### src/rtl/fetch_pc_sequencer_pkg.sv
// Shared fetch front-end types: FSM encoding, machine word sizes and the
// buffered {pc, instr} entry.
package fetch_pc_sequencer_pkg;

   localparam int XLEN        = 32;
   localparam int INSTR_BYTES = 4;

   typedef enum logic [1:0] {
      FETCH_IDLE    = 2'd0,
      FETCH_REQ     = 2'd1,
      FETCH_DISCARD = 2'd2
   } fetch_state_e;

   typedef struct packed {
      logic [XLEN-1:0] pc;
      logic [XLEN-1:0] instr;
   } fetch_entry_t;

endpackage

### src/rtl/fetch_pc_sequencer_buffer.sv
// Circular instruction buffer between fetch and decode. Pointers carry one
// extra wrap bit so full and empty are distinguishable without a counter.
module fetch_buffer
   import fetch_pc_sequencer_pkg::*;
#(
   parameter int DEPTH = 2
) (
   input  logic                     clk,
   input  logic                     reset,
   input  logic                     push,
   input  fetch_entry_t             push_entry,
   input  logic                     pop,
   input  logic                     clear,
   output logic                     full,
   output logic                     empty,
   output logic [$clog2(DEPTH):0]   count,
   output fetch_entry_t             head
);

   localparam int AW = $clog2(DEPTH);
   localparam logic [AW:0] PTR_ONE  = (AW+1)'(1);
   localparam logic [AW:0] WRAP_BIT = {1'b1, {AW{1'b0}}};

   logic [AW:0]  wptr;
   logic [AW:0]  rptr;
   fetch_entry_t mem [DEPTH];

   always_ff @(posedge clk) begin
      if (reset || clear) begin
         wptr <= '0;
         rptr <= '0;
      end else begin
         if (push)
            wptr <= wptr + PTR_ONE;
         if (pop && !empty)
            rptr <= rptr + PTR_ONE;
      end
   end

   // Storage is data only; the pointers alone decide what is valid.
   always_ff @(posedge clk) begin
      if (push && !clear)
         mem[wptr[AW-1:0]] <= push_entry;
   end

   assign empty = (wptr == rptr);
   assign full  = ((wptr ^ rptr) == WRAP_BIT);
   assign count = wptr - rptr;
   assign head  = mem[rptr[AW-1:0]];

endmodule

### src/rtl/fetch_pc_sequencer.sv
// Fetch front end: owns the fetch PC, issues single-outstanding word fetches,
// buffers returned instructions and turns execute/trap redirects into a flush.
module fetch_pc_sequencer
   import fetch_pc_sequencer_pkg::*;
#(
   parameter logic [XLEN-1:0] RESET_PC  = 32'h0000_0000,
   parameter int              BUF_DEPTH = 2
) (
   input  logic             clk,
   input  logic             reset,
   input  logic             exec_valid,
   input  logic             exec_jump_pc,
   input  logic [XLEN-1:0]  exec_pc,
   input  logic             trap_valid,
   input  logic [XLEN-1:0]  trap_pc,
   output logic             imem_req,
   output logic [XLEN-1:0]  imem_addr,
   input  logic             imem_ack,
   input  logic [XLEN-1:0]  imem_data,
   output logic             fetch_valid,
   output logic [XLEN-1:0]  fetch_instr,
   output logic [XLEN-1:0]  fetch_pc,
   input  logic             decode_ready,
   output logic             flush
);

   localparam logic [1:0] IDLE    = FETCH_IDLE;
   localparam logic [1:0] REQ     = FETCH_REQ;
   localparam logic [1:0] DISCARD = FETCH_DISCARD;
   localparam int         PTR_W   = $clog2(BUF_DEPTH) + 1;

   logic [1:0]       state;
   logic [XLEN-1:0]  pc;
   logic             flush_r;

   logic             redirect;
   logic [XLEN-1:0]  target;
   logic             buf_push;
   logic             buf_pop;
   logic             buf_full;
   logic             buf_empty;
   logic [PTR_W-1:0] buf_count;
   logic             room_after_push;
   fetch_entry_t     push_entry;
   fetch_entry_t     head;

   // Trap redirects outrank execute jumps.
   assign redirect = trap_valid || (exec_valid && exec_jump_pc);
   assign target   = trap_valid ? trap_pc : exec_pc;

   assign buf_push   = (state == REQ) && imem_ack && !redirect;
   assign buf_pop    = fetch_valid && decode_ready;
   assign push_entry = '{pc: pc, instr: imem_data};

   // After pushing one entry there is still room if occupancy was below
   // DEPTH-1, or if decode takes the head in the same cycle.
   assign room_after_push = (buf_count < PTR_W'(BUF_DEPTH - 1)) || buf_pop;

   fetch_buffer #(
      .DEPTH (BUF_DEPTH)
   ) u_fetch_buffer (
      .clk        (clk),
      .reset      (reset),
      .push       (buf_push),
      .push_entry (push_entry),
      .pop        (buf_pop),
      .clear      (redirect),
      .full       (buf_full),
      .empty      (buf_empty),
      .count      (buf_count),
      .head       (head)
   );

   always_ff @(posedge clk) begin
      if (reset) begin
         state   <= IDLE;
         pc      <= RESET_PC;
         flush_r <= 1'b0;
      end else begin
         flush_r <= redirect;

         if (redirect)
            pc <= target;
         else if (buf_push)
            pc <= pc + XLEN'(INSTR_BYTES);

         case (state)
            IDLE: begin
               if (!redirect && !buf_full)
                  state <= REQ;
            end
            REQ: begin
               if (redirect)
                  state <= imem_ack ? IDLE : DISCARD;
               else if (imem_ack)
                  state <= room_after_push ? REQ : IDLE;
            end
            DISCARD: begin
               // The stale beat has arrived; a coincident redirect only moves pc.
               if (imem_ack)
                  state <= IDLE;
            end
            default: state <= IDLE;
         endcase
      end
   end

   assign imem_req    = (state == REQ);
   assign imem_addr   = pc;
   assign flush       = flush_r;
   assign fetch_valid = !buf_empty && !flush_r;
   assign fetch_instr = fetch_valid ? head.instr : '0;
   assign fetch_pc    = fetch_valid ? head.pc    : '0;

endmodule

### config.mk
export PLATFORM = sky130hd
export DESIGN_NAME = fetch_pc_sequencer
export DESIGN_NICKNAME = d
export VERILOG_FILES = /design/src/rtl/fetch_pc_sequencer_pkg.sv /design/src/rtl/fetch_pc_sequencer_buffer.sv /design/src/rtl/fetch_pc_sequencer.sv
export SDC_FILE = /design/constraint.sdc
export NUM_CORES = 1
export LEC_CHECK = 0
export CAP_MARGIN = 20
export CORE_MARGIN = 5
export CORE_UTILIZATION = 40
export CTS_CLUSTER_SIZE = 24
export DETAILED_ROUTE_END_ITERATION = 10
export PLACE_DENSITY = 0.69
export SYNTH_ARGS = -nofsm -noshare
export SYNTH_HDL_FRONTEND = slang
export SYNTH_SLANG_ARGS = --single-unit
### constraint.sdc
create_clock -name clk -period 25.2 [get_ports clk]
set_input_delay 3.78 -clock clk [delete_from_list [all_inputs] [get_ports clk]]
set_output_delay 3.78 -clock clk [all_outputs]
set_load 0.01 [all_outputs]
# Word-level counts from Yosys, hierarchy flattened
# Memory sizes are Yosys's and may differ from the RTL's. A register that Yosys moved wholly into a read port is not among the register bits.
# Index checks and enable logic that the tools add are counted.
# W data, S select, Z words.
dict set report totals {
  regBits 39
  ram_bits 128
  input_bits 103
  output_inout_bits 99
  wordCells 53
  mem_count 1
}
dict set report op_classes {
  n_addsub 4
  magnitude_cmp 1
  n_eq_ne 7
  n_mux 16
  n_bitwise 1
  n_reduce_logical 18
}
# name depth word_bits rd rd_ports_with_merged_regs wr line
set memory_table {}
lappend memory_table {u_fetch_buffer.mem 2 64 1 1 1 fetch_pc_sequencer_buffer.sv:26} ;# fetch_entry_t mem [DEPTH];
# operator n
set op_table {}
lappend op_table {{$mux W32} 5}
lappend op_table {{$add A32 B3 Y32 const B} 1}
lappend op_table {{$mux W2} 5}
lappend op_table {{$logic_and A1 B1 Y1} 8}
lappend op_table {{$pmux W2 S3} 1}
lappend op_table {{$mux W1} 5}
lappend op_table {{$add A2 B1 Y2 const B} 2}
lappend op_table {{$eq A2 B2 Y1 const B} 2}
lappend op_table {{$logic_not A1 Y1} 4}
lappend op_table {{$ne A2 B2 Y1 const B} 2}
lappend op_table {{$logic_or A1 B1 Y1} 3}
lappend op_table {{$ne A3 B1 Y1 const B} 1}
lappend op_table {{$reduce_and A3 Y1} 1}
lappend op_table {{$eq A2 B1 Y1 const B} 1}
lappend op_table {{$eq A2 B2 Y1} 1}
lappend op_table {{$logic_not A2 Y1} 1}
lappend op_table {{$lt A2 B1 Y1 const B} 1}
lappend op_table {{$reduce_bool A2 Y1} 1}
lappend op_table {{$sub A2 B2 Y2} 1}
lappend op_table {{$xor A2 B2 Y2} 1}

# Longest topological paths before layout
# Gate-level depths: netlist of the first run.
dict set report depth {
  depth_word 9
  ltp_mapped 7
  depth_no_buf 7
}

# Cells and area by module
# A second synthesis of the first run with hierarchy kept.
dict set report unflattened {
  hier_cells 607
  area_unflattened_um2 7617.3
}
# module n_inst cells_per_inst area_each_um2 seq_area_each_um2
set modules_own_cells {}
lappend modules_own_cells {fetch_buffer 1 231 4897.2 3943.8}
lappend modules_own_cells {fetch_pc_sequencer 1 376 2720.1 700.7}

# Worst setup path before layout of the first run
# Ideal clock, no wire load.
dict set report synth_path {
  kind {input to register}
  from {input port exec_valid}
  to {memory u_fetch_buffer.mem[0][0] in the netlist's numbering, enable pin}
  setup_ns 0.644
  arrival_ns 10.390
  setup_slack_ns 14.166
  stages 4
  path_buffers 2
  path_cell_list {and2_1 clkbuf_1 clkbuf_1 nor4_1}
}
dict set report synth_between {
  elab_chain_cells 7
}
# item line
set synth_rtl {}
lappend synth_rtl {{start, declared} fetch_pc_sequencer.sv:11} ;# input logic exec_valid,
lappend synth_rtl {{$logic_and A1 B1 Y1 (*)} fetch_pc_sequencer.sv:48} ;# assign redirect = trap_valid || (exec_valid && exec_jump_pc);
lappend synth_rtl {{$logic_or A1 B1 Y1 (*)} fetch_pc_sequencer.sv:48}
lappend synth_rtl {{$logic_not A1 Y1 (*)} {fetch_pc_sequencer_buffer.sv:42, fetch_pc_sequencer.sv:51}}
lappend synth_rtl {{$logic_and A1 B1 Y1} fetch_pc_sequencer.sv:51} ;# assign buf_push = (state == REQ) && imem_ack && !redirect;
lappend synth_rtl {{$logic_and A1 B1 Y1 (*)} fetch_pc_sequencer_buffer.sv:42} ;# if (push && !clear)
lappend synth_rtl {{$mux W1 (*)} fetch_pc_sequencer_buffer.sv:42}
lappend synth_rtl {{$mux W1 (not written as such) (*)} fetch_pc_sequencer_buffer.sv:43} ;# mem[wptr[AW-1:0]] <= push_entry;
lappend synth_rtl {{end, declared} fetch_pc_sequencer_buffer.sv:26}
# Every way passes the cells marked *; elsewhere a longest branch is shown, timed or not.

==> results of run 1 <==
## area by class of cell
cell class	instances	area, sq um
flip-flops and latches	168	4650
clock inverters	14	124
inverters	5	18.8
multi-input cells	388	2380
clock buffers	18	429
repair buffers	211	2080
fillers	1505	7810
well taps	229	287
## metal layers
layer | up-vias | track usage | wire length, um
met3 | 21 | 0.0389 | 1260
met2 | 171 | 0.285 | 8770
met4 | 0 | 0.0590 | 298
met1 | 2530 | 0.234 | 8040
li1 | 2562 | - | -
met5 | - | 0 | 0
## critical path, stage by stage, from the launching register on
cell and delay, ns:
dfxtp_4 0.75, buf_4 0.60, mux2i_1 0.16, nor2_1 0.18, clkdlybuf4s50_1 0.57
## registers in the layout, summed over array words and instances, names as in the netlist, named ones only
signal	count
flush	1
u_fetch_buffer.rptr	2
state	2
u_fetch_buffer.wptr	2
u_fetch_buffer.mem	128
imem_addr	32
## layout by cell type, fill, tap and decap left out, types with 2 or more instances in the layout
cell,n
edfxtp_1,128
nand2_1,37
nor3_1,7
inv_1,5
inv_6,3
nand4_1,8
ha_1,2
nor2b_1,4
dfxtp_1,39
and3_1,3
xor2_1,15
a211oi_1,8
xnor2_1,10
buf_4,10
mux2i_1,64
nand3_1,14
nor4_1,8
clkdlybuf4s50_1,200
clkinvlp_4,4
nor4b_1,2
and4_1,3
o21ai_0,14
a21boi_0,2
clkbuf_16,17
nor4_2,3
o22ai_1,9
a21oi_1,36
clkinv_2,2
a2111oi_0,2
o21ai_1,2
nor2_1,113
o31a_1,2
clkinv_1,2
nor3b_1,2
## worst min-delay path by stage
stage                       from                         to  slack, ns  cells past startpoint
global route        imem_addr[1]  u_fetch_buffer.mem[0][33]       0.52                      0
floorplan               state[1]                   state[0]       0.47                      1
detailed placement  imem_addr[1]  u_fetch_buffer.mem[1][33]       0.49                      0
global placement    imem_addr[1]  u_fetch_buffer.mem[1][33]       0.48                      0
finish              imem_addr[1]  u_fetch_buffer.mem[0][33]       0.50                      0
CTS                 imem_addr[1]  u_fetch_buffer.mem[0][33]       0.51                      0
## through the flow
stage               power [uW]  instance area (sq um)
global route               624                   9970
floorplan                  332                   7170
detailed placement         364                   9410
CTS                        606                   9970
finish                     601                   9970
global placement           363                   9410
## logic make-up (layout without fill, tap and decap cells)
logic type                 Yosys count  count (layout)  synth area share
buffers and inverters               41             248            0.0229
AOI/OAI and AO/OA                   84              84            0.0698
muxes                               64              64            0.0893
xor gates and xnor gates            25              25            0.0305
and+or+nand+nor                    213             213             0.137
DFF                                168             168             0.647
adders and majority gates            2               2           0.00349
## power breakdown
part	internal [uW]	switching (uW)	total [uW]
combinational	27.8	19.8	47.6
clock	136	106	242
sequential	303	7.71	311
==> run metrics, run 1 <==
CP Data Arrival Time=around 2.7 ns; hold-fix buffers at CTS=0; R2R Path End=imem_addr[26]; Net count, final=about 900; synthesized flop and latch total=168; Pre-Repair DR Iteration Count=5; Place WS=18.89 ns; drt wl/cell=around 18 um; total gr overflow=0; Ys Warns=0; R2R Path Start=imem_addr[2]; DRT iter0 DRCs=approximately 410; total CTS buffers=17; Worst Path Required=about 21 ns; vias=5284; Avg Inst Size Synth=about 12 sq um; EDFF count, synth=around 130; path depth of the worst reg2reg path=6; Rows=49; # IOs=202; R2R setup slack=22.49 ns; ys flop type=edfxtp_1; Die Ht=between 100 and 150 um; asr flop ratio synth=0; via/cell ratio=between 5 and 6; initial antenna violation count=0; Post-synth top cells=edfxtp_1, nor2_1, mux2i_1, dfxtp_1, nand2_1; number of global-route vias before repair=roughly 5400; status=complete, no violations; Root Buffer=clkbuf_16; Synth top area share=0.536; TritonCTS clock tree=yes; HP Class=flip-flop to flip-flop; count of final hold-check violations=0; hpwl dp=approximately 13 mm; Synth Instances=~600; Final setup violation count=0; Layout Utilization=0.561; post_cts resized=0; GPL Wtd Cong=~0.85; Die W=approximately 140 um; RSZ-0062 raised after global routing=no; placed insts=1000; max-slew violations=0; worst-margin pin slew=roughly 1.0 ns; Worst-path clk slew=about 0.06 ns; fin crit period=between 6 and 7 ns; CP endpoint=fetch_pc[13]; Max Cap Viol=0; # diodes=0; area delta synth->final=39.0%; clk_lat worst skew=about 0.42 ns; Max clock buf depth=2; WHS=0.496 ns; Fin Setup TNS=0 ns; dominant cell by count in the synthesized netlist=edfxtp_1; share of layout cells above drive strength 1=0.0622; Max-Slew Margin vs Limit=0.330; antenna-violating nets left=0; Finished Layout Cells=slightly above 1000; Worst Skew=0.0108 ns; critical path class=flip-flop to primary output; Final Worst Setup Slack=approximately 19 ns; CTS H-Tree Depth=4; element type at the critical path start=flip-flop; postcts setup bufs=0; f_max=155 MHz; CTS sink count=around 170; Synthesized Nets=~700; Detailed Route WL=18.4 mm; pin count of the biggest net entering global routing=68; Starting Density=0.403; Critical Path Fanout Max=33; Cell Area, Synth=7170 sq um; Crit. End Element=primary output; Max VDD drop=0.0000468 V; count of cell types in the netlist=47; top post-synthesis cells by area=edfxtp_1, dfxtp_1, mux2i_1, nor2_1, a21oi_1; Final period util=0.257; first-pass GRT wire length=28.1 mm; DIE AREA=approximately 21000 sq um; Tot GR Track Use=0.176; core area=17800 sq um; Synth area leader=edfxtp_1; sequential area share after synthesis=0.647; Leak=roughly 0.0032 uW; Port Buf Inserts=201; Pwr Density=60.2 nW/um^2; DR DRC count=0
Power figures use the tool's default switching activity.
==> run 2: changes to the inputs <==
Settings changed: PLACE_DENSITY 0.69 to 0.71.
Clock period 25.2 ns to 5.55 ns, I/O delays scaled along.
==> run metrics, run 2 (synthesized netlist as in run 1, its figures left out) <==
max FFs per register=between 100 and 150; Final setup violation count=0; element type at the critical path start=flip-flop; critical path class=flip-flop to primary output; area delta synth->final=40.1%; DRT iter0 DRCs=375; commonest non-fill, non-tap cell in the layout=clkdlybuf4s50_1; Starting Density=0.403; Max-Slew Margin vs Limit=0.280; Pre-Repair DR Iteration Count=5; hpwl dp=around 13 mm; via/cell ratio=a little over 5; clk_lat worst skew=around 0.42 ns; Leak=~0.0032 uW; Net count, final=about 890; drt wl/cell=approximately 18 um; first-pass GRT wire length=28.7 mm; # IOs=~200; status=complete, no violations; initial antenna violation count=0; f_max=264 MHz; Tot GR Track Use=0.179; postcts setup bufs=0; Max clock buf depth=2; Critical Path Fanout Max=34; CP max stage cell=a21o_2; Worst Path Required=~4.7 ns; Detailed Route WL=18.5 mm; DR DRC count=0; Finished Layout Cells=between 1000 and 1500; Die Ht=144 um; max-slew violations=0; total gr overflow=0; share of layout cells above drive strength 1=0.0636; CTS sink count=~170; Worst Skew=0.0121 ns; CTS H-Tree Depth=4; placed insts=about 1000; count of final hold-check violations=0; Max VDD drop=0.000218 V; Final Worst Setup Slack=between 1.5 and 2 ns; fin crit period=3.79 ns; Worst-path clk slew=0.07 ns; Worst path max stage delay=about 0.55 ns; TritonCTS clock tree=yes; hold-fix buffers at CTS=0; Port Buf Inserts=201; Pwr Density=approximately 280 nW/um^2; Max Cap Viol=0; commonest cells after routing, fill and taps aside=clkdlybuf4s50_1, edfxtp_1, nor2_1; core area=approximately 18000 sq um; Fin Setup TNS=0 ns; Place WS=roughly 2.1 ns; DIE AREA=20700 sq um; path depth of the worst reg2reg path=6; post_cts resized=0; antenna-violating nets left=0; worst-margin pin slew=roughly 1.1 ns; vias=5345; Die W=~140 um; CP Data Arrival Time=~3.0 ns; Final period util=0.682; Hold Path Cell Cnt=0; Root Buffer=clkbuf_16; Rows=~50; WHS=a little over 0.5 ns; Layout Utilization=0.565; number of global-route vias before repair=~5500; # diodes=0; GPL Wtd Cong=~0.90; total CTS buffers=17; Crit. End Element=primary output; crit-path most repeated cell=inv_1; HP Class=flip-flop to flip-flop; pin count of the biggest net entering global routing=68; RSZ-0062 raised after global routing=no; CP cell instances=inv_1 > ha_1 > a21o_2 > buf_4 > inv_1 > clkdlybuf4s50_1
## run 2: changes by cell type in the layout (fill, tap and decap cells not counted), sizes merged
cell,change
buf,-2
bufinv,+1
clkbuf,+1
clkinvlp,-1
inv,-1
## run 2: final timing paths
| path | slack, ns | endpoint | startpoint |
|---|---|---|---|
| setup reg to reg | 2.72 | imem_addr[26] | imem_addr[2] |
| hold / removal | 0.51 | u_fetch_buffer.mem[1][33] | imem_addr[1] |
| setup / recovery | 1.76 | fetch_valid | u_fetch_buffer.wptr[0] |
| hold reg to reg | 0.51 | u_fetch_buffer.mem[1][33] | imem_addr[1] |
## run 2: routing by layer
layer	share of wire	up-vias	track usage
li1	-	2574	-
met1	0.42	2531	0.227
met2	0.49	221	0.302
met3	0.079	19	0.0453
met4	0.0094	0	0.0550
met5	0	-	0
## run 2: final cells by class
cell class	instances	area [sq um]
Clock inverter	13	144
Sequential cell	168	4650
Clock buffer	19	453
Fill cell	1465	7730
Multi-Input combinational cell	388	2400
Inverter	5	18.8
Tap cell	229	287
Timing Repair Buffer	209	2100
## run 2: report_power, final
group	switching [uW]	total, uW	internal, uW	leakage [uW]
registers	35.8	1410	1380	0.00151
logic	90.6	218	127	0.00144
clock network	483	1170	691	0.000288
## run 2: metrics by stage
stage	cell area (sq um)	power, uW
2_1_floorplan	7190	1510
3_3_place_gp	9400	1650
3_5_place_dp	9400	1650
4_1_cts	10000	2830
5_1_grt	10100	2910
6_report	10100	2800
## run 2: worst max-delay path: cells and delay by family (launching register included)
kind                     cells  cell delay, ns
buffers and inverters        4            1.20
AO/OA/AOI/OAI                1            0.55
flip-flops                   1            0.42
adder cells (fa/ha/maj)      1            0.33
